===== src/rtl/multicycle_control_if.sv =====
// multicycle_control_if: bundles the instruction-register fields, the memory
// handshake and every datapath control line of the multicycle MIPS sequencer.
//
// Memory handshake: mem_req acts as "valid" and mem_ready as "ready". While
// mem_req is high, iord and mem_write are held stable. The request completes
// on the first rising edge where mem_req and mem_ready are both high.
// mem_ready is ignored when no request is pending.
interface multicycle_control_if;
  logic [5:0] opcode;
  logic [5:0] funct;
  logic       mem_ready;
  logic       mem_req;
  logic       iord;
  logic       mem_write;
  logic       ir_write;
  logic       pc_write;
  logic       branch;
  logic [1:0] pc_src;
  logic       alu_src_a;
  logic [1:0] alu_src_b;
  logic [2:0] alu_ctrl;
  logic       reg_dest;
  logic       reg_wsrc;
  logic       reg_write;
  logic       illegal;
  logic       halted;
  logic [3:0] state;

  // Sequencer side: reads the instruction fields and mem_ready, drives the controls.
  modport master (
    input  opcode, funct, mem_ready,
    output mem_req, iord, mem_write, ir_write, pc_write, branch, pc_src,
           alu_src_a, alu_src_b, alu_ctrl, reg_dest, reg_wsrc, reg_write,
           illegal, halted, state
  );

  // Datapath/memory side: the mirror image of the sequencer.
  modport slave (
    output opcode, funct, mem_ready,
    input  mem_req, iord, mem_write, ir_write, pc_write, branch, pc_src,
           alu_src_a, alu_src_b, alu_ctrl, reg_dest, reg_wsrc, reg_write,
           illegal, halted, state
  );
endinterface


===== src/rtl/multicycle_control.sv =====
// multicycle_control: Moore sequencer for a multicycle MIPS datapath with one
// shared instruction/data memory. It waits on mem_ready in the memory states
// and halts when a memory request stays unanswered for TIMEOUT_CYCLES cycles
// (0 disables the timeout). Most control outputs are registered and decoded
// from the next state. ir_write and pc_write in FETCH follow mem_ready directly.
// Define MULTICYCLE_CTRL_ADDI_J_EN to add the addi and j instructions. Without
// it, both opcodes decode as illegal.
module multicycle_control #(
  parameter int unsigned TIMEOUT_CYCLES = 16
) (
  input logic                  clk,
  input logic                  reset,
  multicycle_control_if.master bus
);

  localparam logic [5:0] OP_RTYPE = 6'b000000;
  localparam logic [5:0] OP_LW    = 6'b100011;
  localparam logic [5:0] OP_SW    = 6'b101011;
  localparam logic [5:0] OP_BEQ   = 6'b000100;
`ifdef MULTICYCLE_CTRL_ADDI_J_EN
  localparam logic [5:0] OP_ADDI  = 6'b001000;
  localparam logic [5:0] OP_J     = 6'b000010;
`endif

  localparam logic [2:0] ALU_ADD = 3'b010;
  localparam logic [2:0] ALU_SUB = 3'b110;
  localparam logic [2:0] ALU_AND = 3'b000;
  localparam logic [2:0] ALU_OR  = 3'b001;
  localparam logic [2:0] ALU_SLT = 3'b111;

  // The counter holds the number of wait cycles already spent. The timeout
  // fires on the TIMEOUT_CYCLES-th consecutive wait cycle.
  localparam logic       TMO_EN   = (TIMEOUT_CYCLES != 0);
  localparam logic [7:0] TMO_LAST = (TIMEOUT_CYCLES == 0) ? 8'd0 : 8'(TIMEOUT_CYCLES - 1);

  typedef enum logic [3:0] {
    S_FETCH   = 4'd0,
    S_DECODE  = 4'd1,
    S_MEMADR  = 4'd2,
    S_MEMRD   = 4'd3,
    S_MEMWB   = 4'd4,
    S_MEMWR   = 4'd5,
    S_EXEC    = 4'd6,
    S_ALUWB   = 4'd7,
    S_BRANCH  = 4'd8,
`ifdef MULTICYCLE_CTRL_ADDI_J_EN
    S_ADDIEX  = 4'd9,
    S_ADDIWB  = 4'd10,
    S_JUMP    = 4'd11,
`endif
    S_ILLEGAL = 4'd12,
    S_HALT    = 4'd13
  } state_t;

  typedef struct packed {
    logic       mem_req;
    logic       iord;
    logic       mem_write;
    logic       pc_write;
    logic       branch;
    logic [1:0] pc_src;
    logic       alu_src_a;
    logic [1:0] alu_src_b;
    logic [2:0] alu_ctrl;
    logic       reg_dest;
    logic       reg_wsrc;
    logic       reg_write;
    logic       illegal;
    logic       halted;
  } ctrl_t;

  state_t     state;
  state_t     nxt;
  ctrl_t      ctrl_q;
  logic [7:0] tmo_cnt;
  logic       tmo_hit;
  logic       in_mem_state;
  logic       fetch_done;
  logic       run;

  // Returns 1 when funct selects one of the supported R-type operations.
  function automatic logic funct_ok(input logic [5:0] fn);
    case (fn)
      6'b100000, 6'b100010, 6'b100100, 6'b100101, 6'b101010: funct_ok = 1'b1;
      default:                                               funct_ok = 1'b0;
    endcase
  endfunction

  // Maps an R-type funct code to the ALU operation.
  function automatic logic [2:0] alu_for_funct(input logic [5:0] fn);
    case (fn)
      6'b100010: alu_for_funct = ALU_SUB;
      6'b100100: alu_for_funct = ALU_AND;
      6'b100101: alu_for_funct = ALU_OR;
      6'b101010: alu_for_funct = ALU_SLT;
      default:   alu_for_funct = ALU_ADD;
    endcase
  endfunction

  // Returns the Moore control word for a state. Registering this for the next
  // state makes the outputs line up with the state register.
  function automatic ctrl_t outputs_for(input state_t s, input logic [5:0] fn);
    ctrl_t c;
    c          = '0;
    c.alu_ctrl = ALU_ADD;
    case (s)
      S_FETCH:   begin c.mem_req = 1'b1; c.alu_src_b = 2'b01; end
      S_DECODE:  c.alu_src_b = 2'b11;
      S_MEMADR:  begin c.alu_src_a = 1'b1; c.alu_src_b = 2'b10; end
      S_MEMRD:   begin c.mem_req = 1'b1; c.iord = 1'b1; end
      S_MEMWB:   begin c.reg_write = 1'b1; c.reg_wsrc = 1'b1; end
      S_MEMWR:   begin c.mem_req = 1'b1; c.iord = 1'b1; c.mem_write = 1'b1; end
      S_EXEC:    begin c.alu_src_a = 1'b1; c.alu_ctrl = alu_for_funct(fn); end
      S_ALUWB:   begin c.reg_write = 1'b1; c.reg_dest = 1'b1; end
      S_BRANCH:  begin
        c.alu_src_a = 1'b1;
        c.alu_ctrl  = ALU_SUB;
        c.branch    = 1'b1;
        c.pc_src    = 2'b01;
      end
`ifdef MULTICYCLE_CTRL_ADDI_J_EN
      S_ADDIEX:  begin c.alu_src_a = 1'b1; c.alu_src_b = 2'b10; end
      S_ADDIWB:  c.reg_write = 1'b1;
      S_JUMP:    begin c.pc_write = 1'b1; c.pc_src = 2'b10; end
`endif
      S_ILLEGAL: c.illegal = 1'b1;
      S_HALT:    c.halted = 1'b1;
      default:   ;
    endcase
    return c;
  endfunction

  assign in_mem_state = (state == S_FETCH) || (state == S_MEMRD) || (state == S_MEMWR);
  assign tmo_hit      = TMO_EN && (tmo_cnt == TMO_LAST);

  // Next-state decode. In a memory state, mem_ready takes priority over the timeout.
  always_comb begin
    nxt = state;
    case (state)
      S_FETCH:   nxt = bus.mem_ready ? S_DECODE : (tmo_hit ? S_HALT : S_FETCH);
      S_DECODE: begin
        if (bus.opcode == OP_LW || bus.opcode == OP_SW)          nxt = S_MEMADR;
        else if (bus.opcode == OP_RTYPE && funct_ok(bus.funct))  nxt = S_EXEC;
        else if (bus.opcode == OP_BEQ)                           nxt = S_BRANCH;
`ifdef MULTICYCLE_CTRL_ADDI_J_EN
        else if (bus.opcode == OP_ADDI)                          nxt = S_ADDIEX;
        else if (bus.opcode == OP_J)                             nxt = S_JUMP;
`endif
        else                                                     nxt = S_ILLEGAL;
      end
      S_MEMADR:  nxt = (bus.opcode == OP_SW) ? S_MEMWR : S_MEMRD;
      S_MEMRD:   nxt = bus.mem_ready ? S_MEMWB : (tmo_hit ? S_HALT : S_MEMRD);
      S_MEMWB:   nxt = S_FETCH;
      S_MEMWR:   nxt = bus.mem_ready ? S_FETCH : (tmo_hit ? S_HALT : S_MEMWR);
      S_EXEC:    nxt = S_ALUWB;
      S_ALUWB:   nxt = S_FETCH;
      S_BRANCH:  nxt = S_FETCH;
`ifdef MULTICYCLE_CTRL_ADDI_J_EN
      S_ADDIEX:  nxt = S_ADDIWB;
      S_ADDIWB:  nxt = S_FETCH;
      S_JUMP:    nxt = S_FETCH;
`endif
      S_ILLEGAL: nxt = S_FETCH;
      S_HALT:    nxt = S_HALT;
      default:   nxt = S_FETCH;
    endcase
  end

  // State register, registered control word, and wait-cycle counter. The counter
  // clears on any state change, on mem_ready, and outside the memory states.
  always_ff @(posedge clk) begin
    if (reset) begin
      state   <= S_FETCH;
      ctrl_q  <= outputs_for(S_FETCH, bus.funct);
      tmo_cnt <= 8'd0;
    end else begin
      state  <= nxt;
      ctrl_q <= outputs_for(nxt, bus.funct);
      if (nxt != state || bus.mem_ready || !in_mem_state) begin
        tmo_cnt <= 8'd0;
      end else if (tmo_cnt != 8'hFF) begin
        tmo_cnt <= tmo_cnt + 8'd1;
      end
    end
  end

  // Strobes are forced low while reset is high, including the Mealy fetch writes.
  assign run        = ~reset;
  assign fetch_done = (state == S_FETCH) && bus.mem_ready;

  assign bus.mem_req   = ctrl_q.mem_req & run;
  assign bus.iord      = ctrl_q.iord;
  assign bus.mem_write = ctrl_q.mem_write & run;
  assign bus.ir_write  = fetch_done & run;
  assign bus.pc_write  = (ctrl_q.pc_write | fetch_done) & run;
  assign bus.branch    = ctrl_q.branch & run;
  assign bus.pc_src    = ctrl_q.pc_src;
  assign bus.alu_src_a = ctrl_q.alu_src_a;
  assign bus.alu_src_b = ctrl_q.alu_src_b;
  assign bus.alu_ctrl  = ctrl_q.alu_ctrl;
  assign bus.reg_dest  = ctrl_q.reg_dest;
  assign bus.reg_wsrc  = ctrl_q.reg_wsrc;
  assign bus.reg_write = ctrl_q.reg_write & run;
  assign bus.illegal   = ctrl_q.illegal & run;
  assign bus.halted    = ctrl_q.halted;
  assign bus.state     = state;

endmodule


===== src/flat_wrapper.sv =====
// flat-port wrapper written by rule: the top's interface ports become plain ports
module multicycle_control_flat 
#(
  parameter int unsigned TIMEOUT_CYCLES = 16
)
  (clk, reset, bus_opcode, bus_funct, bus_mem_ready, bus_mem_req, bus_iord, bus_mem_write, bus_ir_write, bus_pc_write, bus_branch, bus_pc_src, bus_alu_src_a, bus_alu_src_b, bus_alu_ctrl, bus_reg_dest, bus_reg_wsrc, bus_reg_write, bus_illegal, bus_halted, bus_state);
  multicycle_control_if bus_i ();
  input logic clk;
  input logic reset;
  input wire logic [$bits(bus_i.opcode)-1:0] bus_opcode;
  input wire logic [$bits(bus_i.funct)-1:0] bus_funct;
  input wire logic [$bits(bus_i.mem_ready)-1:0] bus_mem_ready;
  output wire logic [$bits(bus_i.mem_req)-1:0] bus_mem_req;
  output wire logic [$bits(bus_i.iord)-1:0] bus_iord;
  output wire logic [$bits(bus_i.mem_write)-1:0] bus_mem_write;
  output wire logic [$bits(bus_i.ir_write)-1:0] bus_ir_write;
  output wire logic [$bits(bus_i.pc_write)-1:0] bus_pc_write;
  output wire logic [$bits(bus_i.branch)-1:0] bus_branch;
  output wire logic [$bits(bus_i.pc_src)-1:0] bus_pc_src;
  output wire logic [$bits(bus_i.alu_src_a)-1:0] bus_alu_src_a;
  output wire logic [$bits(bus_i.alu_src_b)-1:0] bus_alu_src_b;
  output wire logic [$bits(bus_i.alu_ctrl)-1:0] bus_alu_ctrl;
  output wire logic [$bits(bus_i.reg_dest)-1:0] bus_reg_dest;
  output wire logic [$bits(bus_i.reg_wsrc)-1:0] bus_reg_wsrc;
  output wire logic [$bits(bus_i.reg_write)-1:0] bus_reg_write;
  output wire logic [$bits(bus_i.illegal)-1:0] bus_illegal;
  output wire logic [$bits(bus_i.halted)-1:0] bus_halted;
  output wire logic [$bits(bus_i.state)-1:0] bus_state;
  assign bus_i.opcode = bus_opcode;
  assign bus_i.funct = bus_funct;
  assign bus_i.mem_ready = bus_mem_ready;
  assign bus_mem_req = bus_i.mem_req;
  assign bus_iord = bus_i.iord;
  assign bus_mem_write = bus_i.mem_write;
  assign bus_ir_write = bus_i.ir_write;
  assign bus_pc_write = bus_i.pc_write;
  assign bus_branch = bus_i.branch;
  assign bus_pc_src = bus_i.pc_src;
  assign bus_alu_src_a = bus_i.alu_src_a;
  assign bus_alu_src_b = bus_i.alu_src_b;
  assign bus_alu_ctrl = bus_i.alu_ctrl;
  assign bus_reg_dest = bus_i.reg_dest;
  assign bus_reg_wsrc = bus_i.reg_wsrc;
  assign bus_reg_write = bus_i.reg_write;
  assign bus_illegal = bus_i.illegal;
  assign bus_halted = bus_i.halted;
  assign bus_state = bus_i.state;
  multicycle_control #(.TIMEOUT_CYCLES(TIMEOUT_CYCLES)) u_core (.clk(clk), .reset(reset), .bus(bus_i));
endmodule

===== config.mk =====
export PLATFORM = sky130hd
export DESIGN_NAME = multicycle_control_flat
export DESIGN_NICKNAME = d
export VERILOG_FILES = /design/src/rtl/multicycle_control_if.sv /design/src/rtl/multicycle_control.sv /design/src/flat_wrapper.sv
export SDC_FILE = /design/constraint.sdc
export NUM_CORES = 1
export LEC_CHECK = 0
export CORE_UTILIZATION = 51
export CTS_CLUSTER_DIAMETER = 80
export DETAILED_ROUTE_END_ITERATION = 10
export GPL_ROUTABILITY_DRIVEN = 0
export PLACE_DENSITY = 0.92
export SYNTH_ARGS = -nofsm -noshare
export SYNTH_HDL_FRONTEND = slang
export SYNTH_SLANG_ARGS = --single-unit

===== constraint.sdc =====
create_clock -name clk -period 3.3 [get_ports clk]
set_clock_uncertainty 0.05 [all_clocks]
set_input_delay 0.33 -clock clk [delete_from_list [all_inputs] [get_ports clk]]
set_output_delay 0.33 -clock clk [all_outputs]
set_load 0.02 [all_outputs]

==> run_results.csv, run 1 <==
group,metric,value,unit
status,status,"complete, no violations",
detailed_routing,dr.pass1.iters,4,
synthesis,synth_edf_count,0,
synthesis,ys_types,46,
timing,finalWorstSetupSlack,671,ps
grt,use_met3,6.11,%
clocking,clkLatencyLatePin,330,ps
timing,slew_violations,0,
synthesis,async_flop_share,0,%
synthesis,ys_ff_latch,27,
layout,nFillCells,208,
synthesis,syn_inst,165,
detailed_routing,vias,1290,
floorplanning,dieArea,3010,sq um
pwr,p_leak,0.671,nW
layout,drive_above_1_share,7.29,%
synthesis,synth_top_cell_by_area,"dfxtp_1",
pwr,peakVddDrop,0.402,mV
floorplanning,die_h,54.9,microns
synthesis,synth.most_common_cell,"dfxtp_1",
timing,setup_tns,0,ps
worst_setup_path,cp_max_fo,11,
clocking,cts_setup_buffers,0,
grt,grt_pass1_vias,1205,
grt,grt_max_degree,17,
place,dp.cells,218,
run,cap_violations,0,
clocking,cts_sinks,27,
clocking,htree_levels,1,
pwr,powerDensity,352,nW/um^2
clocking,path_clk_slew,160,ps
pwr,cellInternalPower,446,uW
worst_setup_path,arrival,2250,ps
pwr,seqPwrFrac,55.7,%
clocking,cts_root_buf,"clkbuf_4",
pwr,p_clk_share,24.4,%
worst_setup_path,required,2920,ps
detailed_routing,routedWlPerCell,13.8,microns
grt,grt_pass1_wl,5.06,mm
timing,min_period_over_period,79.7,%
worst_setup_path,startpoint_type,"flip-flop",
detailed_routing,wirelength,3.06,mm
synthesis,netlist_top_cells_count,"27 x dfxtp_1, 20 x nor2_1, 9 x nor2b_1, 8 x buf_4, 7 x nand2_1",
layout,final_nets,209,
layout,n_antenna_cell,0,
detailed_routing,drc,0,
place,dp_worst_setup_slack,715,ps
worst_setup_path,crit_start,"u_core.bus.state[0]",
grt,busiest_layer,"met2",
clocking,cts_resized,0,
synthesis,synth_warnings,0,
synthesis,synth_area,1430,sq um
place,io_buffers,36,
floorplanning,start_util,55.6,%
hold_path,hold_start,"u_core.tmo_cnt[4]",
synthesis,synth_ff_type,"dfxtp_1",
grt,grt_use_total,23.1,%
synthesis,yosys-top-cells-area,"dfxtp_1 38%, nor2_1 5.3%, buf_4 4.2%",
detailed_routing,drtAntennaViolNets,0,
pwr,swShare,28.3,%
pwr,fin_total_pwr,621,uW
worst_setup_path,end_kind,"primary output",
floorplanning,ios,38,
clocking,cts.path.max_buffers,2,
layout,stdcell_area,1770,sq um
synthesis,synth_top_area_share,37.9,%
pwr,p_switching,176,uW
worst_setup_path,r2r_slack,1000,ps
grt,grt.met2_usage,46.2,%
pwr,p_comb_share,19.9,%
floorplanning,die_w,54.9,microns
place,hpwl,2.39,mm
hold_path,hold_class,"reg -> reg",
clocking,cts_buffers,3,
timing,slew_headroom,55.0,%
floorplanning,num_rows,18,
timing,setup_viol,0,
synthesis,syn_nets,181,
layout,area_growth_syn_to_layout,23.8,%
place,dpl_cell_area,1740,sq um
timing,period_needed,2630,ps
timing,fmax,380,MHz
detailed_routing,viasPerCell,5.81,
worst_setup_path,reg2reg_from,"u_core.tmo_cnt[7]",
detailed_routing,dr.first_iter.drc_count,29,
clocking,hold_buffers,0,
timing,rsz0062_at_grt,"false",
timing,worst_pin_slew,669,ps
timing,hold_viol,0,
grt,antenna_found_initial,0,
floorplanning,core,2570,sq um
clocking,cts_tree,"built",
layout,fin_cells,222,
worst_setup_path,setup.worst_path.class,"reg -> out",
synthesis,yosysSeqAreaShare,37.9,%
synthesis,syn_avg_cell_area,8.64,sq um
grt,grt_overflow_total,0,
grt,use_met1,22.6,%
[power groups by stage]
stage          Clock, mW  Combinational [mW]  Sequential [mW]
4_1_cts            0.151               0.123            0.346
3_3_place_gp           0               0.119            0.352
5_1_grt            0.167               0.135            0.348
6_report           0.152               0.124            0.346
2_1_floorplan          0              0.0797            0.352
3_5_place_dp           0               0.123            0.353
[metrics by stage]
step	utilization [%]	hold WS (ps)
after floorplan	-	354
after global placement	67.6	459
after detailed placement	67.6	474
after CTS	68.8	494
after global routing	68.8	523
final	68.8	495
[placed cells by master, fill, tap and decap left out, drive strengths merged, types with 5 or more instances in the layout]
| cell type | netlist | routed |
|---|---|---|
| clkdlybuf4s50 | 0 | 36 |
| nand3 | 6 | 6 |
| dfxtp | 27 | 27 |
| nand2 | 7 | 7 |
| or3 | 6 | 6 |
| nor2b | 9 | 9 |
| nor2 | 20 | 20 |
| nor3 | 5 | 5 |
| and2 | 6 | 6 |
| a21oi | 6 | 6 |
[layout make-up]
cell class                      instances  area [sq um]  area share [%]
Clock inverter                          1          7.51           0.425
Multi-Input combinational cell        120           771            43.7
Sequential cell                        27           541            30.6
Tap cell                               30          37.5            2.13
Clock buffer                            3          22.5            1.28
Inverter                                3          11.3           0.638
Timing Repair Buffer                   38           375            21.3
[worst max-delay path: stages, from the launching register on]
cell	delay, ps
dfxtp_1	450
or3_4	440
nor4b_1	350
clkdlybuf4s50_1	690
[flip-flops by register name (all words and copies together), names as in the netlist, 2 cells and up]
register              cells
u_core.bus.alu_src_b      2
u_core.ctrl_q             4
u_core.tmo_cnt            8
u_core.bus.state          4
u_core.bus.alu_ctrl       3
[layer usage]
layer  wire length (microns)  vias up
met5                       0        -
met4                       0        0
met3                     178        0
met1                    1210      603
met2                    1670       45
li1                        -      642
[cells by family after synthesis]
| family | after synthesis | share of synthesized area [%] |
|---|---|---|
| compound gates | 28 | 14.2 |
| fa+ha+maj | 1 | 0.877 |
| buf+inv | 18 | 8.07 |
| flops | 27 | 37.9 |
| mux | 4 | 2.81 |
| simple gates | 84 | 34.6 |
| other cells | 1 | 0.263 |
| xor+xnor | 2 | 1.23 |
[worst paths after layout]
kind / depth (start not counted) / end
worst max register to register: 5 / u_core.tmo_cnt[6]
worst min register to register: 2 / u_core.tmo_cnt[4]
worst max-delay path: 3 / bus_pc_write
worst min-delay path: 2 / u_core.tmo_cnt[4]
Power figures use the tool's default switching activity.
==> inputs of run 2 (changes only) <==
--- a/config.mk
+++ b/config.mk
@@ -5,11 +5,11 @@
 export SDC_FILE = /design/constraint.sdc
 export NUM_CORES = 1
 export LEC_CHECK = 0
-export CORE_UTILIZATION = 51
+export CORE_UTILIZATION = 48
 export CTS_CLUSTER_DIAMETER = 80
 export DETAILED_ROUTE_END_ITERATION = 10
 export GPL_ROUTABILITY_DRIVEN = 0
-export PLACE_DENSITY = 0.92
+export PLACE_DENSITY = 0.87
 export SYNTH_ARGS = -nofsm -noshare
 export SYNTH_HDL_FRONTEND = slang
 export SYNTH_SLANG_ARGS = --single-unit
==> constraint.sdc (replaced) <==
create_clock -name clk -period 2.6 [get_ports clk]
set_clock_uncertainty 0.05 [all_clocks]
set_input_delay 0.26 -clock clk [delete_from_list [all_inputs] [get_ports clk]]
set_output_delay 0.26 -clock clk [all_outputs]
set_load 0.02 [all_outputs]
==> run_results.csv, run 2 (synthesis gave the netlist of run 1 again) <==
group,metric,value,unit
status,status,"complete, no violations",
layout,fin_util,64.0,%
clocking,cts_tree,"built",
worst_setup_path,cp_max_fo,10,
place,dpl_cell_area,1740,sq um
layout,fin_cells,224,
worst_setup_path,arrival,2130,ps
worst_setup_path,path_depth,3,
detailed_routing,drtAntennaViolNets,0,
detailed_routing,viasPerCell,5.79,
grt,antenna_found_initial,0,
floorplanning,start_util,51.3,%
detailed_routing,drc,0,
timing,hold_ws,491,ps
clocking,clkLatencyLatePin,320,ps
worst_setup_path,r2r-end,"u_core.tmo_cnt[6]",
layout,largest-register,"u_core.tmo_cnt",
layout,reg_top3,"u_core.tmo_cnt (8), u_core.bus.state (4), u_core.ctrl_q (4)",
layout,ff_latch_area,541,sq um
timing,finalWorstSetupSlack,156,ps
worst_setup_path,critPathBufInv,1,
place,hpwl,2.38,mm
floorplanning,dieArea,3190,sq um
timing,fmax,409,MHz
clocking,cts_sinks,27,
clocking,cts.path.max_buffers,2,
clocking,cts_root_buf,"clkbuf_4",
timing,setup_viol,0,
layout,largest_reg_flops,8,
layout,final_cell_mix,"36 x clkdlybuf4s50_1, 27 x dfxtp_1, 20 x nor2_1",
floorplanning,ios,38,
detailed_routing,dr.first_iter.drc_count,43,
grt,grt_pass1_wl,5.38,mm
timing,slew_violations,0,
worst_setup_path,reg2regPathDepth,5,
place,dp_worst_setup_slack,22.1,ps
worst_setup_path,r2r_slack,300,ps
clocking,cts_buffers,3,
layout,stdcell_area,1780,sq um
layout,drive_above_1_share,8.29,%
timing,rsz0062_at_grt,"false",
timing,slew_headroom,56.5,%
run,cap_violations,0,
detailed_routing,dr.pass1.iters,4,
timing,setup_tns,0,ps
worst_setup_path,slowest_delay,670,ps
layout,multi_input_area,777,sq um
layout,nFillCells,240,
detailed_routing,routedWlPerCell,13.8,microns
clocking,path_clk_slew,150,ps
worst_setup_path,startpoint_type,"flip-flop",
worst_setup_path,cp_top_family,"simple AND/OR/NAND/NOR gates",
worst_setup_path,critPathCapture,"bus_pc_write",
layout,final_nets,210,
grt,grt_overflow_total,0,
grt,grt_max_degree,17,
grt,grt_pass1_vias,1245,
worst_setup_path,end_kind,"primary output",
timing,min_period_over_period,94.0,%
clocking,cts_setup_buffers,0,
worst_setup_path,crit_start,"u_core.bus.state[3]",
layout,mostFrequentLayoutCell,"clkdlybuf4s50_1",
hold_path,hold_class,"in -> reg",
detailed_routing,wirelength,3.10,mm
floorplanning,die_w,56.5,microns
worst_setup_path,required,2290,ps
clocking,htree_levels,1,
pwr,peakVddDrop,0.328,mV
detailed_routing,vias,1297,
worst_setup_path,crit_chain,"or3_4 > nor4b_2 > clkdlybuf4s50_1",
worst_setup_path,reg2reg_from,"u_core.tmo_cnt[7]",
worst_setup_path,setup.worst_path.class,"reg -> out",
pwr,p_leak,0.678,nW
layout,n_antenna_cell,0,
grt,grt_use_total,20.9,%
floorplanning,die_h,56.5,microns
timing,worst_pin_slew,652,ps
floorplanning,num_rows,19,
layout,area_growth_syn_to_layout,24.8,%
place,io_buffers,36,
timing,hold_viol,0,
clocking,hold_buffers,0,
pwr,fin_total_pwr,786,uW
timing,period_needed,2440,ps
worst_setup_path,critPathSlowestCell,"clkdlybuf4s50_1",
pwr,powerDensity,442,nW/um^2
floorplanning,core,2780,sq um
place,dp.cells,220,
run 2: worst min-delay path by stage:
stage / from / cells past startpoint / end
after floorplan: bus_funct[2] / 1 / u_core.bus.alu_ctrl[1]
after global placement: u_core.tmo_cnt[1] / 2 / u_core.tmo_cnt[1]
after detailed placement: u_core.tmo_cnt[4] / 2 / u_core.tmo_cnt[4]
after CTS: bus_funct[2] / 2 / u_core.bus.alu_ctrl[1]
after global routing: bus_funct[2] / 2 / u_core.bus.alu_ctrl[1]
final: bus_funct[2] / 2 / u_core.bus.alu_ctrl[1]
run 2: per-layer routing:
layer	global-route usage [%]	part of all wire [%]	routed length (microns)	vias up
met5	0	0	0	-
met4	7.32	1.7	52	0
met3	4.15	5.5	171	6
met2	40.3	54	1660	49
met1	22.1	39	1220	597
li1	-	-	-	645
run 2: layout make-up:
type                            count  share of cell area [%]
Tap cell                           31                    2.18
Timing Repair Buffer               39                    21.5
Sequential cell                    27                    30.4
Clock buffer                        3                    1.26
Clock inverter                      1                   0.422
Inverter                            3                   0.632
Multi-Input combinational cell    120                    43.6
run 2: timing repair:
item	CTS	global route
gates resized for setup	1	0
endpoints found under the setup margin	2	0
hold endpoints to repair	0	0
run 2: where the power goes:
part           switching (mW)  total, mW  internal, mW
Combinational          0.0830      0.164        0.0814
Sequential            0.00866      0.436         0.427
Clock                   0.127      0.186        0.0587
==> inputs of run 3 (changes only) <==
==> constraint.sdc (replaced) <==
create_clock -name clk -period 2.6 [get_ports clk]
set_clock_uncertainty 0.05 [all_clocks]
set_input_delay 0.52 -clock clk [delete_from_list [all_inputs] [get_ports clk]]
set_output_delay 0.52 -clock clk [all_outputs]
set_load 0.02 [all_outputs]
==> run_results.csv, run 3 (synthesis gave the netlist of run 1 again) <==
group,metric,value,unit
timing,period_needed,2540,ps
grt,antenna_found_initial,0,
pwr,p_leak,0.779,nW
pwr,p_switching,219,uW
clocking,cts.path.max_buffers,2,
layout,area_growth_syn_to_layout,30.9,%
grt,grt.met2_usage,43.9,%
timing,slew_violations,0,
status,status,"complete, no violations",
timing,min_period_over_period,97.6,%
grt,busiest_layer,"met2",
timing,finalWorstSetupSlack,62.3,ps
hold_path,hold_class,"reg -> reg",
detailed_routing,dr.pass1.iters,4,
detailed_routing,routedWlPerCell,13.2,microns
pwr,cellInternalPower,577,uW
pwr,p_comb_share,22.3,%
layout,n_antenna_cell,0,
floorplanning,dieArea,3190,sq um
floorplanning,ios,38,
layout,stdcell_area,1870,sq um
detailed_routing,drtAntennaViolNets,0,
floorplanning,die_h,56.5,microns
grt,use_met1,21.9,%
layout,fin_util,67.1,%
pwr,fin_total_pwr,796,uW
place,hpwl,2.49,mm
clocking,cts_tree,"built",
worst_setup_path,cp_max_fo,12,
worst_setup_path,arrival,1970,ps
clocking,clkLatencyLatePin,330,ps
pwr,peakVddDrop,0.443,mV
place,dpl_cell_area,1830,sq um
worst_setup_path,startpoint_type,"primary input",
pwr,swShare,27.5,%
grt,grt_use_total,22.2,%
place,dp.cells,232,
detailed_routing,dr.first_iter.drc_count,46,
timing,slew_headroom,59.9,%
layout,final_cell_mix,"32 x clkdlybuf4s50_1, 27 x dfxtp_1, 20 x nor2_1",
clocking,cts_setup_buffers,0,
grt,grt_max_degree,17,
clocking,path_clk_slew,140,ps
place,io_buffers,36,
detailed_routing,drc,0,
worst_setup_path,setup.worst_path.class,"in -> out",
clocking,cts_sinks,27,
grt,grt_pass1_vias,1377,
floorplanning,die_w,56.5,microns
detailed_routing,wirelength,3.11,mm
timing,setup_tns,0,ps
grt,grt_pass1_wl,5.69,mm
layout,largest-register,"u_core.tmo_cnt",
detailed_routing,vias,1335,
layout,drive_above_1_share,13.2,%
timing,setup_viol,0,
layout,mostFrequentLayoutCell,"clkdlybuf4s50_1",
clocking,htree_levels,1,
floorplanning,core,2780,sq um
timing,fmax,394,MHz
detailed_routing,viasPerCell,5.66,
timing,rsz0062_at_grt,"false",
grt,grt_overflow_total,0,
layout,final_nets,222,
grt,use_met3,5.53,%
timing,hold_ws,502,ps
pwr,powerDensity,426,nW/um^2
layout,fin_cells,236,
pwr,p_clk_share,23.4,%
clocking,cts_buffers,3,
worst_setup_path,required,2030,ps
run,cap_violations,0,
layout,reg_top3,"u_core.tmo_cnt (8), u_core.bus.state (4), u_core.ctrl_q (4)",
pwr,seqPwrFrac,54.3,%
worst_setup_path,end_kind,"primary output",
floorplanning,num_rows,19,
clocking,cts_root_buf,"clkbuf_4",
floorplanning,start_util,51.3,%
timing,hold_viol,0,
timing,worst_pin_slew,595,ps
place,dp_worst_setup_slack,-135,ps
layout,largest_reg_flops,8,
==> run 3: cell count changes in the layout (fill, tap and decap cells not counted), sizes merged <==
cell           before  now
clkdlybuf4s50      36   32
buf                 3   15
dlymetal6s2s        0    2
dlygate4sd2         0    2
==> run 3: repair_timing <==
item	CTS	global route
hold buffers	0	0
resized for setup	2	2
setup endpoints to repair	2	2
==> run 3: area by class of cell <==
cell class | instances | area (sq um)
clock inverters | 1 | 7.51
repair buffers | 51 | 475
clock buffers | 3 | 22.5
inverters | 3 | 11.3
well taps | 31 | 38.8
flip-flops and latches | 27 | 541
fillers | 230 | 915
multi-input cells | 120 | 771
==> run 3: worst paths after layout <==
kind	startpoint	slack, ps	cells past startpoint	to
min	u_core.tmo_cnt[1]	500	2	u_core.tmo_cnt[1]
max	reset	60	4	bus_branch
max reg2reg	u_core.tmo_cnt[7]	410	6	u_core.tmo_cnt[0]
min reg2reg	u_core.tmo_cnt[1]	500	2	u_core.tmo_cnt[1]
==> run 3: worst max-delay path, cell delays in order <==
cell             delay (ps)
clkdlybuf4s50_1         500
buf_4                   230
nor2b_1                 110
clkdlybuf4s50_1         600
==> run 3: power by group through the flow <==
stage	logic, mW	registers (mW)	clock network, mW
2_1_floorplan	0.101	0.447	0
3_3_place_gp	0.172	0.441	0
5_1_grt	0.194	0.434	0.210
6_report	0.177	0.432	0.186
3_5_place_dp	0.178	0.441	0
4_1_cts	0.177	0.432	0.191
==> run 3: metal layers <==
metal	part of all wire, %	up-vias
met5	0	-
met4	2.0	0
met2	53	40
met3	4.1	10
li1	-	663
met1	41	622
